### src/rtl/serial_word_receiver_pkg.sv
// Shared definitions for the JTAG serial word path (transmitter and receiver).
package serial_word_receiver_pkg;

   localparam int JTAG_WORD_WIDTH = 32;

   typedef enum logic {
      HOLD_EMPTY = 1'b0,
      HOLD_FULL  = 1'b1
   } hold_state_t;

endpackage

### src/rtl/serial_word_receiver_shift_in_register.sv
// Serial-in parallel-out shifter, MSB first; word_done flags the edge that samples the last bit.
// Cannot stall: a completed word must be taken by the caller on that edge or it is lost.
module shift_in_register
   import serial_word_receiver_pkg::*;
#(
   parameter int WIDTH   = JTAG_WORD_WIDTH,
   parameter int COUNT_W = $clog2(WIDTH + 1)
) (
   input  logic               clk,
   input  logic               reset,
   input  logic               enable,
   input  logic               in,
   input  logic               clear,
   output logic [WIDTH-1:0]   word,
   output logic               word_done,
   output logic [COUNT_W-1:0] bit_count
);

   // Only WIDTH-1 bits need storing: the final bit arrives live on `in`.
   logic [WIDTH-2:0] shreg;

   assign word      = {shreg, in};
   assign word_done = enable && !clear && (bit_count == COUNT_W'(WIDTH - 1));

   always_ff @(posedge clk or negedge reset) begin
      if (!reset) begin
         shreg     <= '0;
         bit_count <= '0;
      end else if (clear) begin
         shreg     <= '0;
         bit_count <= '0;
      end else if (enable) begin
         shreg     <= word[WIDTH-2:0];
         bit_count <= word_done ? '0 : bit_count + COUNT_W'(1);
      end
   end

endmodule

### src/rtl/serial_word_receiver.sv
// Deserializes MSB-first bits into WIDTH-bit words held in a one-word valid/ready register.
// Latency 1 cycle from last bit to out_valid; a word completing while the holder is full and not accepted is dropped and sets sticky overrun.
module serial_word_receiver
   import serial_word_receiver_pkg::*;
#(
   parameter int WIDTH   = JTAG_WORD_WIDTH,
   parameter int COUNT_W = $clog2(WIDTH + 1)
) (
   input  logic               clk,
   input  logic               reset,
   input  logic               enable,
   input  logic               in,
   input  logic               clear,
   output logic [WIDTH-1:0]   out,
   output logic               out_valid,
   input  logic               out_ready,
   output logic               overrun,
   output logic [COUNT_W-1:0] bit_count
);

   hold_state_t      state, state_nxt;
   logic [WIDTH-1:0] out_nxt;
   logic             overrun_nxt;
   logic [WIDTH-1:0] word;
   logic             word_done;

   shift_in_register #(
      .WIDTH   (WIDTH),
      .COUNT_W (COUNT_W)
   ) u_shift (
      .clk       (clk),
      .reset     (reset),
      .enable    (enable),
      .in        (in),
      .clear     (clear),
      .word      (word),
      .word_done (word_done),
      .bit_count (bit_count)
   );

   always_ff @(posedge clk or negedge reset) begin
      if (!reset) begin
         state   <= HOLD_EMPTY;
         out     <= '0;
         overrun <= 1'b0;
      end else begin
         state   <= state_nxt;
         out     <= out_nxt;
         overrun <= overrun_nxt;
      end
   end

   always_comb begin
      state_nxt   = state;
      out_nxt     = out;
      overrun_nxt = overrun;
      case (state)
         HOLD_EMPTY: begin
            if (word_done) begin
               out_nxt   = word;
               state_nxt = HOLD_FULL;
            end
         end
         HOLD_FULL: begin
            // Accept and refill on the same edge keeps the holder full without loss.
            if (word_done) begin
               if (out_ready) out_nxt = word;
               else           overrun_nxt = 1'b1;
            end else if (out_ready) begin
               state_nxt = HOLD_EMPTY;
            end
         end
         default: state_nxt = HOLD_EMPTY;
      endcase
      // word_done is already suppressed by clear, so this never races a new overrun.
      if (clear) overrun_nxt = 1'b0;
   end

   assign out_valid = (state == HOLD_FULL);

endmodule

### config.mk
export PLATFORM = sky130hd
export DESIGN_NAME = serial_word_receiver
export DESIGN_NICKNAME = d
export VERILOG_FILES = /design/src/rtl/serial_word_receiver_pkg.sv /design/src/rtl/serial_word_receiver_shift_in_register.sv /design/src/rtl/serial_word_receiver.sv
export SDC_FILE = /design/constraint.sdc
export NUM_CORES = 1
export LEC_CHECK = 0
export BUFFER_PORTS_ARGS = -buffer_cell sky130_fd_sc_hd__buf_2
export CAP_MARGIN = 20
export CORE_ASPECT_RATIO = 0.7
export CORE_MARGIN = 2
export CORE_UTILIZATION = 40
export CTS_CLUSTER_DIAMETER = 100
export DETAILED_ROUTE_END_ITERATION = 10
export PLACE_DENSITY = 0.64
export SYNTH_ARGS = -nofsm -noshare
export SYNTH_HDL_FRONTEND = slang
export SYNTH_SLANG_ARGS = --single-unit
### constraint.sdc
create_clock -name clk -period 1.8 [get_ports clk]
set_clock_uncertainty 0.15 [all_clocks]
set_input_delay 0.09 -clock clk [delete_from_list [all_inputs] [get_ports clk]]
set_output_delay 0.09 -clock clk [all_outputs]
set_load 0.05 [all_outputs]
==> flow_metrics.env, run 1 <==
export IMPL_outcome="finished, final reports clean"
export IMPL_cts_root_buf="clkbuf_8"
export IMPL_tns_ns=0
export IMPL_fin_crit_sh=0.974
export IMPL_end_kind="flip-flop"
export IMPL_drv_cap=0
export IMPL_wl_per_cell_um=13.9
export IMPL_antenna_cells=0
export IMPL_dpl_hpwl_um=3190
export IMPL_worst_setup_path_start_kind="flip-flop"
export IMPL_synth_area_per_cell_um2=13.9
export IMPL_rsz0062_at_grt="true"
export IMPL_die_h_um=74.7
export IMPL_rrSetupSlack_ns=0.05
export IMPL_grt_pass1_wl_um=8430
export IMPL_arrival_ns=1.82
export IMPL_avgViaCountPerCell=4.81
export IMPL_final_nets=271
export IMPL_drtIter0Drc=68
export IMPL_grt_max_degree=43
export IMPL_fp_row_count=25
export IMPL_slowest_stage="dfrtp_2"
export IMPL_hp_class="in -> reg"
export IMPL_area_growth_pct=21.6
export IMPL_synth_seq_cells=71
export IMPL_synth_edf_count=0
export IMPL_first_pass_iters=4
export IMPL_h_tree_depth=3
export IMPL_critPathMaxFanout=32
export IMPL_ios=46
export IMPL_clock_sink_count=71
export IMPL_start_util=0.419
export IMPL_io_buffers=45
export IMPL_peakVddDrop_mv=0.440
export IMPL_postCtsSetupRepairBufs=0
export IMPL_post_route_drc_count=0
export IMPL_dieArea_mm2=0.00785
export IMPL_clk_pin_slew_ns=0.07
export IMPL_ys_flop_type="dfrtp_1"
export IMPL_finalPower_w=0.00294
export IMPL_die_w_um=105
export IMPL_path_class="reg -> reg"
export IMPL_pre_cts_ws_ns=0.0466
export IMPL_clock_path_buffers=2
export IMPL_layout_min_cycle_time_ns=1.75
export IMPL_p_leak_nw=1.89
export IMPL_fillers=617
export IMPL_grt_antenna_before_repair=0
export IMPL_worst_pin_slew_ns=0.544
export IMPL_tritoncts="built"
export IMPL_synth_area_leader_cell="dfrtp_1"
export IMPL_cts_buffers=9
export IMPL_grt_pass1_vias=1712
export IMPL_async_flop_share=1.00
export IMPL_ant_nets=0
export IMPL_synth_top_area_frac=0.622
export IMPL_place_gp_congestion=0.806
export IMPL_hold_viol=0
export IMPL_layout_setup_ws_ns=0.0476
export IMPL_syn_nets=213
export IMPL_seqCellArea_mm2=0.00179
export IMPL_synth_warning_count=0
export IMPL_slew_headroom=0.638
export IMPL_multiInputGateArea_mm2=0.00103
export IMPL_syn_area_mm2=0.00286
export IMPL_slowest_delay_ns=0.40
export IMPL_grt_remaining_overflow=0
export IMPL_clkLatencyLatePin_ns=0.34
export IMPL_slew_viol_final=0
export IMPL_drive_gt1_frac=0.414
export IMPL_p_per_area_mw_per_mm2=846
export IMPL_setup_viol=0
export IMPL_routed_wirelength_um=5040
export IMPL_cp_required_ns=1.87
export IMPL_groute_usage_overall=0.142
export IMPL_fmax_mhz=571
export IMPL_crit_chain="nand4b_4 > nor4_4 > buf_12 > mux2_2"
export IMPL_core_area_mm2=0.00682
export IMPL_syn_inst=206
export IMPL_num_vias=1742
export IMPL_ys_seq_area_frac=0.622
export IMPL_ys_types=28
export IMPL_synthTopCellsByArea="dfrtp_1 62%, mux2_2 12%, mux2i_1 11%"
synth_stat cells, types with 2 or more instances:
cell type and n:
buf_2 4, buf_6 3, clkbuf_1 4, dfrtp_1 71, mux2_1 2, mux2_2 30, mux2i_1 32, nand2_1 2
nor2_1 36, nor3_1 2, xor2_1 3
timing repair:
action	in CTS	in global routing
hold buffers	3	0
endpoints found under the hold margin	69	0
gates resized for setup	0	1
setup endpoints to repair	0	27
power by group:
part           internal (W)  switching (W)  total (W)  leakage (nW)
clock network      0.000628       0.000562    0.00119        0.0892
logic             0.0000458      0.0000946   0.000140         0.824
registers           0.00160     0.00000607    0.00161         0.979
layout make-up:
cell class	count	share of cell area
multi-input cells	123	0.297
clock buffers	11	0.0378
flip-flops and latches	71	0.514
clock inverters	4	0.0137
well taps	94	0.0338
inverters	1	0.00108
repair buffers	58	0.103
registers in the layout (all words and copies together), names as in the netlist:
signal,flops
out_valid,1
out,32
u_shift.shreg,31
overrun,1
u_shift.bit_count,6
metal layers:
metal,vias up,part of all wire,GRT usage
met1,860,0.51,0.195
met2,40,0.42,0.201
met4,0,0.012,0.0578
met3,8,0.056,0.0571
li1,834,-,-
met5,-,0,0
through the flow:
step,area [um^2],instances,hold slack (ns),util
after global placement,3260,344,-0.0348,0.479
after CTS,3470,362,0.0239,0.509
after global routing,3470,362,0.0434,0.510
final,3470,362,0.0109,0.510
after detailed placement,3260,344,-0.0345,0.479
after floorplan,2890,206,-0.356,-
worst paths after layout:
| path | startpoint | endpoint | cells after the start |
|---|---|---|---|
| min reg2reg | out[23]$_DFFE_PN0P_ | out[23]$_DFFE_PN0P_ | 1 |
| max | u_shift.bit_count[5]$_DFFE_PN0P_ | out[26]$_DFFE_PN0P_ | 4 |
| max reg2reg | u_shift.bit_count[5]$_DFFE_PN0P_ | out[26]$_DFFE_PN0P_ | 4 |
| max in group asynchronous | reset | u_shift.bit_count[1]$_DFFE_PN0P_ | 3 |
| min in group asynchronous | reset | out[23]$_DFFE_PN0P_ | 2 |
| min | out_ready | overrun$_DFFE_PN0P_ | 4 |
layout by cell type, fill, tap and decap left out, types with 3 or more instances in the layout:
cell           count
dfrtp_1           64
buf_2             44
nor2_1            36
mux2i_1           32
mux2_2            30
clkbuf_8           9
buf_4              9
dfrtp_2            7
xor2_1             3
dlygate4sd3_1      3
cells by family after synthesis:
logic type	Yosys count	synth area share
flip-flops	71	0.622
AO/OA/AOI/OAI	7	0.0180
buffers and inverters	12	0.0254
adder cells (fa/ha/maj)	1	0.00438
multiplexers	64	0.238
AND/OR/NAND/NOR	48	0.0832
XOR/XNOR	3	0.00920
critical path: cells and delay by family (launching register included):
kind / cells / cell delay [ns]
simple gates: 2 / 0.47
mux: 1 / 0.35
buf+inv: 1 / 0.25
flops: 1 / 0.40
Power figures use the tool's default switching activity.
==> inputs of run 2 (changes only) <==
--- a/config.mk
+++ b/config.mk
@@ -12,7 +12,8 @@
 export CORE_UTILIZATION = 40
 export CTS_CLUSTER_DIAMETER = 100
 export DETAILED_ROUTE_END_ITERATION = 10
-export PLACE_DENSITY = 0.64
+export GPL_TIMING_DRIVEN = 0
+export PLACE_DENSITY = 0.62
 export SYNTH_ARGS = -nofsm -noshare
 export SYNTH_HDL_FRONTEND = slang
 export SYNTH_SLANG_ARGS = --single-unit
==> constraint.sdc (replaced) <==
create_clock -name clk -period 1.98 [get_ports clk]
set_clock_uncertainty 0.15 [all_clocks]
set_input_delay 0.099 -clock clk [delete_from_list [all_inputs] [get_ports clk]]
set_output_delay 0.099 -clock clk [all_outputs]
set_load 0.05 [all_outputs]
==> flow_metrics.env, run 2 (synthesis gave the netlist of run 1 again) <==
export IMPL_outcome="finished, final reports clean"
export IMPL_seqCellArea_mm2=0.00179
export IMPL_slew_viol_final=0
export IMPL_layout_commonest_cell="dfrtp_1"
export IMPL_drtIter0Drc=80
export IMPL_power_switching_w=0.000623
export IMPL_start_util=0.419
export IMPL_ios=46
export IMPL_hold_ws_ns=0.0141
export IMPL_top_register="out"
export IMPL_antenna_cells=0
export IMPL_arrival_ns=1.91
export IMPL_h_tree_depth=3
export IMPL_clkPwrFrac=0.469
export IMPL_drv_cap=0
export IMPL_clkLatencyLatePin_ns=0.34
export IMPL_largest_reg_flops=32
export IMPL_tritoncts="built"
export IMPL_clock_sink_count=71
export IMPL_reg_top3="out x32, u_shift.shreg x31, u_shift.bit_count x6"
export IMPL_avgViaCountPerCell=4.77
export IMPL_sw_frac_of_total=0.209
export IMPL_dieArea_mm2=0.00785
export IMPL_cp_required_ns=2.05
export IMPL_cts_buffers=9
export IMPL_path_class="reg -> reg"
export IMPL_layout_common_cells="64 x dfrtp_1, 48 x buf_2, 36 x nor2_1"
export IMPL_post_route_drc_count=0
export IMPL_p_leak_nw=1.92
export IMPL_end_kind="flip-flop"
export IMPL_hp_class="in -> reg"
export IMPL_dpl_hpwl_um=3330
export IMPL_routed_wirelength_um=5170
export IMPL_grt_max_degree=72
export IMPL_ant_nets=0
export IMPL_final_nets=274
export IMPL_cts_root_buf="clkbuf_8"
export IMPL_drive_gt1_frac=0.415
export IMPL_wl_per_cell_um=14.1
export IMPL_first_pass_iters=4
export IMPL_placed_cell_area_mm2=0.00325
export IMPL_fin_crit_sh=0.929
export IMPL_worstHoldStart="enable"
export IMPL_layout_min_cycle_time_ns=1.84
export IMPL_hold_viol=0
export IMPL_place_gp_congestion=0.738
export IMPL_design_area_mm2=0.00354
export IMPL_tns_ns=0
export IMPL_die_h_um=74.7
export IMPL_setup_viol=0
export IMPL_clock_path_buffers=2
export IMPL_p_int_w=0.00236
export IMPL_worst_pin_slew_ns=0.472
export IMPL_fin_util=0.519
export IMPL_grt_pass1_wl_um=8520
export IMPL_seqPwrFrac=0.490
export IMPL_clk_pin_slew_ns=0.07
export IMPL_io_buffers=45
export IMPL_area_growth_pct=23.8
export IMPL_die_w_um=105
export IMPL_peakVddDrop_mv=0.416
export IMPL_groute_usage_overall=0.144
export IMPL_grt_antenna_before_repair=0
export IMPL_core_area_mm2=0.00682
export IMPL_fmax_mhz=544
export IMPL_rsz0062_at_grt="false"
export IMPL_grt_pass1_vias=1642
export IMPL_critPathMaxFanout=10
export IMPL_fp_row_count=25
export IMPL_num_vias=1745
export IMPL_fillers=641
export IMPL_slew_headroom=0.686
export IMPL_startpoint="u_shift.bit_count[1]$_DFFE_PN0P_"
export IMPL_rr_startpoint="u_shift.bit_count[1]$_DFFE_PN0P_"
export IMPL_p_comb_frac=0.042
export IMPL_grt_remaining_overflow=0
export IMPL_multiInputGateArea_mm2=0.00102
export IMPL_worst_setup_path_start_kind="flip-flop"
export IMPL_p_per_area_mw_per_mm2=844
==> run 2: critical path, cell delays in order, from the launching register on <==
cell	delay, ns
dfrtp_2	0.42
ha_4	0.17
nand2_2	0.09
nor4_4	0.23
buf_6	0.16
buf_6	0.16
mux2_1	0.34
==> run 2: power groups by stage <==
stage,clock network [W],registers [W],logic [W]
after global placement,0,0.00149,0.000112
final,0.00140,0.00146,0.000124
after floorplan,0,0.00150,0.0000497
after global routing,0.00150,0.00146,0.000137
after detailed placement,0,0.00149,0.000121
after CTS,0.00143,0.00146,0.000123
==> run 2: what timing repair did <==
| action | CTS | global route |
|---|---|---|
| setup buffers | 1 | 1 |
| setup endpoints to repair | 30 | 30 |
| hold buffers | 2 | 0 |
| pin swaps | 1 | 0 |
| endpoints found under the hold margin | 73 | 0 |
| resized for setup | 0 | 2 |
| gates cloned | 0 | 0 |
==> run 2: path summary, 6_finish.rpt <==
check / cells after the start / slack [ns] / end
setup / recovery: 6 / 0.14 / out[31]$_DFFE_PN0P_
hold / removal: 4 / 0.01 / u_shift.bit_count[2]$_DFFE_PN0P_
setup reg to reg: 6 / 0.14 / out[31]$_DFFE_PN0P_
hold reg to reg: 1 / 0.33 / out[23]$_DFFE_PN0P_
max in group asynchronous: 3 / 1.21 / u_shift.bit_count[0]$_DFFE_PN0P_
min in group asynchronous: 3 / 0.15 / out[20]$_DFFE_PN0P_
==> run 2: layer usage <==
metal | GRT usage | part of all wire
met2 | 0.201 | 0.43
met3 | 0.0519 | 0.055
met5 | 0 | 0
met1 | 0.204 | 0.51
met4 | 0.0578 | 0.0089
==> run 2: area by class of cell <==
class,instances,share of cell area
Clock buffer,10,0.0389
Inverter,1,0.00106
Clock inverter,6,0.0304
Multi-Input combinational cell,123,0.289
Sequential cell,71,0.505
Buffer,11,0.0194
Tap cell,94,0.0332
Timing Repair Buffer,50,0.0831
==> run 2: metrics by stage <==
step,instances,power [W],setup WS [ns]
2_1_floorplan,206,0.00155,0.0201
3_3_place_gp,345,0.00160,-0.0400
3_5_place_dp,346,0.00161,-0.0316
4_1_cts,365,0.00302,0.0399
5_1_grt,366,0.00310,0.0516
6_report,366,0.00299,0.142
==> inputs of run 3 (changes only) <==
--- a/config.mk
+++ b/config.mk
@@ -13,6 +13,7 @@
 export CTS_CLUSTER_DIAMETER = 100
 export DETAILED_ROUTE_END_ITERATION = 10
 export GPL_TIMING_DRIVEN = 0
+export MAX_ROUTING_LAYER = met4
 export PLACE_DENSITY = 0.62
 export SYNTH_ARGS = -nofsm -noshare
 export SYNTH_HDL_FRONTEND = slang
==> constraint.sdc (replaced) <==
create_clock -name clk -period 1.98 [get_ports clk]
set_clock_uncertainty 0.15 [all_clocks]
set_input_delay 0.099 -clock clk [delete_from_list [all_inputs] [get_ports clk]]
set_output_delay 0.099 -clock clk [all_outputs]
set_load 0.01 [all_outputs]
==> flow_metrics.env, run 3 (synthesis gave the netlist of run 1 again) <==
export IMPL_start_util=0.419
export IMPL_sw_frac_of_total=0.213
export IMPL_ios=46
export IMPL_reg_top3="out x32, u_shift.shreg x31, u_shift.bit_count x6"
export IMPL_routed_top_layer="met4"
export IMPL_clock_sink_count=71
export IMPL_placed_cells=345
export IMPL_met2_length_um=2150
export IMPL_antenna_cells=0
export IMPL_clk_pin_slew_ns=0.07
export IMPL_peakVddDrop_mv=0.419
export IMPL_cts_buffers=9
export IMPL_crit_chain="ha_2 > nand2_2 > nor4_4 > buf_4 > buf_6 > mux2_2"
export IMPL_ant_nets=0
export IMPL_drv_cap=0
export IMPL_top_register="out"
export IMPL_slowest_delay_ns=0.37
export IMPL_drtIter0Drc=74
export IMPL_cp_required_ns=2.06
export IMPL_p_int_w=0.00223
export IMPL_path_buf_inv=2
export IMPL_die_h_um=74.7
export IMPL_h_tree_depth=3
export IMPL_dr_wl_met3_um=278
export IMPL_setup_viol=0
export IMPL_arrival_ns=1.94
export IMPL_slew_viol_final=0
export IMPL_die_w_um=105
export IMPL_slowest_stage="dfrtp_1"
export IMPL_dpl_hpwl_um=3280
export IMPL_num_vias=1748
export IMPL_tritoncts="built"
export IMPL_hold_viol=0
export IMPL_place_gp_congestion=0.768
export IMPL_core_area_mm2=0.00682
export IMPL_tns_ns=0
export IMPL_seqCellArea_mm2=0.00178
export IMPL_hp_class="in -> reg"
export IMPL_worst_pin_slew_ns=0.872
export IMPL_grt_antenna_before_repair=0
export IMPL_power_switching_w=0.000606
export IMPL_grt_max_degree=72
export IMPL_seqPwrFrac=0.514
export IMPL_layout_common_cells="71 x dfrtp_1, 48 x buf_2, 36 x nor2_1"
export IMPL_path_delay_family="flip-flops"
export IMPL_avgViaCountPerCell=4.76
export IMPL_fmax_mhz=537
export IMPL_grt_remaining_overflow=0
export IMPL_grt_pass1_vias=1720
export IMPL_hold_ws_ns=0.0211
export IMPL_path_class="reg -> reg"
export IMPL_clkPwrFrac=0.448
export IMPL_p_per_area_mw_per_mm2=816
export IMPL_outcome="finished, final reports clean"
export IMPL_placed_cell_area_mm2=0.00320
export IMPL_p_comb_frac=0.038
export IMPL_routed_wirelength_um=5080
export IMPL_finalPower_w=0.00284
export IMPL_layout_min_cycle_time_ns=1.86
export IMPL_io_buffers=45
export IMPL_clkLatencyLatePin_ns=0.34
export IMPL_wl_per_cell_um=13.9
export IMPL_worst_setup_path_start_kind="flip-flop"
export IMPL_first_pass_iters=4
export IMPL_p_leak_nw=1.91
export IMPL_fin_cells=367
export IMPL_grt_pass1_wl_um=8640
export IMPL_slew_headroom=0.419
export IMPL_cts_root_buf="clkbuf_8"
export IMPL_rrSetupSlack_ns=0.12
export IMPL_final_nets=275
export IMPL_largest_reg_flops=32
export IMPL_area_growth_pct=21.8
export IMPL_met1Wirelength_um=2610
export IMPL_layout_commonest_cell="dfrtp_1"
export IMPL_fp_row_count=25
export IMPL_multiInputGateArea_mm2=0.00101
export IMPL_dieArea_mm2=0.00785
export IMPL_post_route_drc_count=0
export IMPL_drive_gt1_frac=0.388
export IMPL_design_area_mm2=0.00348
export IMPL_critPathMaxFanout=10
export IMPL_clock_path_buffers=2
export IMPL_fin_crit_sh=0.941
export IMPL_fillers=650
export IMPL_groute_usage_overall=0.149
export IMPL_rsz0062_at_grt="false"
export IMPL_end_kind="flip-flop"
==> run 3: cell count changes in the layout (fill, tap and decap cells not counted), sizes merged <==
cell	change
bufinv	-1
buf	+1
clkbuf	+1
==> run 3: through the flow <==
stage,util,setup WS [ns]
finish,0.510,0.118
global route,0.510,0.0367
CTS,0.509,0.0471
detailed placement,0.470,-0.172
global placement,0.469,-0.160
floorplan,-,0.0886
==> run 3: final timing paths <==
check	from	end	cells after the start
setup / recovery	u_shift.bit_count[0]$_DFFE_PN0P_	out[14]$_DFFE_PN0P_	6
hold reg to reg	out[23]$_DFFE_PN0P_	out[23]$_DFFE_PN0P_	1
max in group asynchronous	reset	out[0]$_DFFE_PN0P_	2
setup reg to reg	u_shift.bit_count[0]$_DFFE_PN0P_	out[14]$_DFFE_PN0P_	6
hold / removal	enable	u_shift.bit_count[2]$_DFFE_PN0P_	4
min in group asynchronous	reset	out[20]$_DFFE_PN0P_	2
==> run 3: tightest hold or removal path, cell delays in order <==
cell     delay (ns)
buf_2          0.09
nand2_2        0.09
xor2_1         0.14
nor2_1         0.05
==> run 3: area by class of cell <==
type,instances,share of cell area
Inverter,1,0.00108
Clock inverter,5,0.0234
Buffer,11,0.0198
Clock buffer,11,0.0406
Sequential cell,71,0.510
Multi-Input combinational cell,123,0.291
Timing Repair Buffer,51,0.0798
Tap cell,94,0.0338
==> run 3: layer usage <==
| layer | GRT usage | vias to the layer above |
|---|---|---|
| li1 | - | 837 |
| met1 | 0.197 | 864 |
| met2 | 0.203 | 41 |
| met3 | 0.0693 | 6 |
| met4 | 0.0489 | 0 |
| met5 | - | - |
==> run 3: power by group through the flow <==
stage / clock network, W / logic [W] / registers [W]
2_1_floorplan: 0 / 0.0000489 / 0.00149
3_3_place_gp: 0 / 0.000101 / 0.00149
3_5_place_dp: 0 / 0.000102 / 0.00149
4_1_cts: 0.00132 / 0.000110 / 0.00146
5_1_grt: 0.00139 / 0.000123 / 0.00146
6_report: 0.00127 / 0.000108 / 0.00146
==> run 3: what timing repair did <==
| item | in CTS | in global routing |
|---|---|---|
| gates cloned | 0 | 0 |
| pin swaps | 1 | 0 |
| hold buffers | 2 | 0 |
| endpoints found under the setup margin | 30 | 30 |
| endpoints found under the hold margin | 73 | 0 |
| buffers inserted | 3 | 1 |
| resized for setup | 2 | 0 |
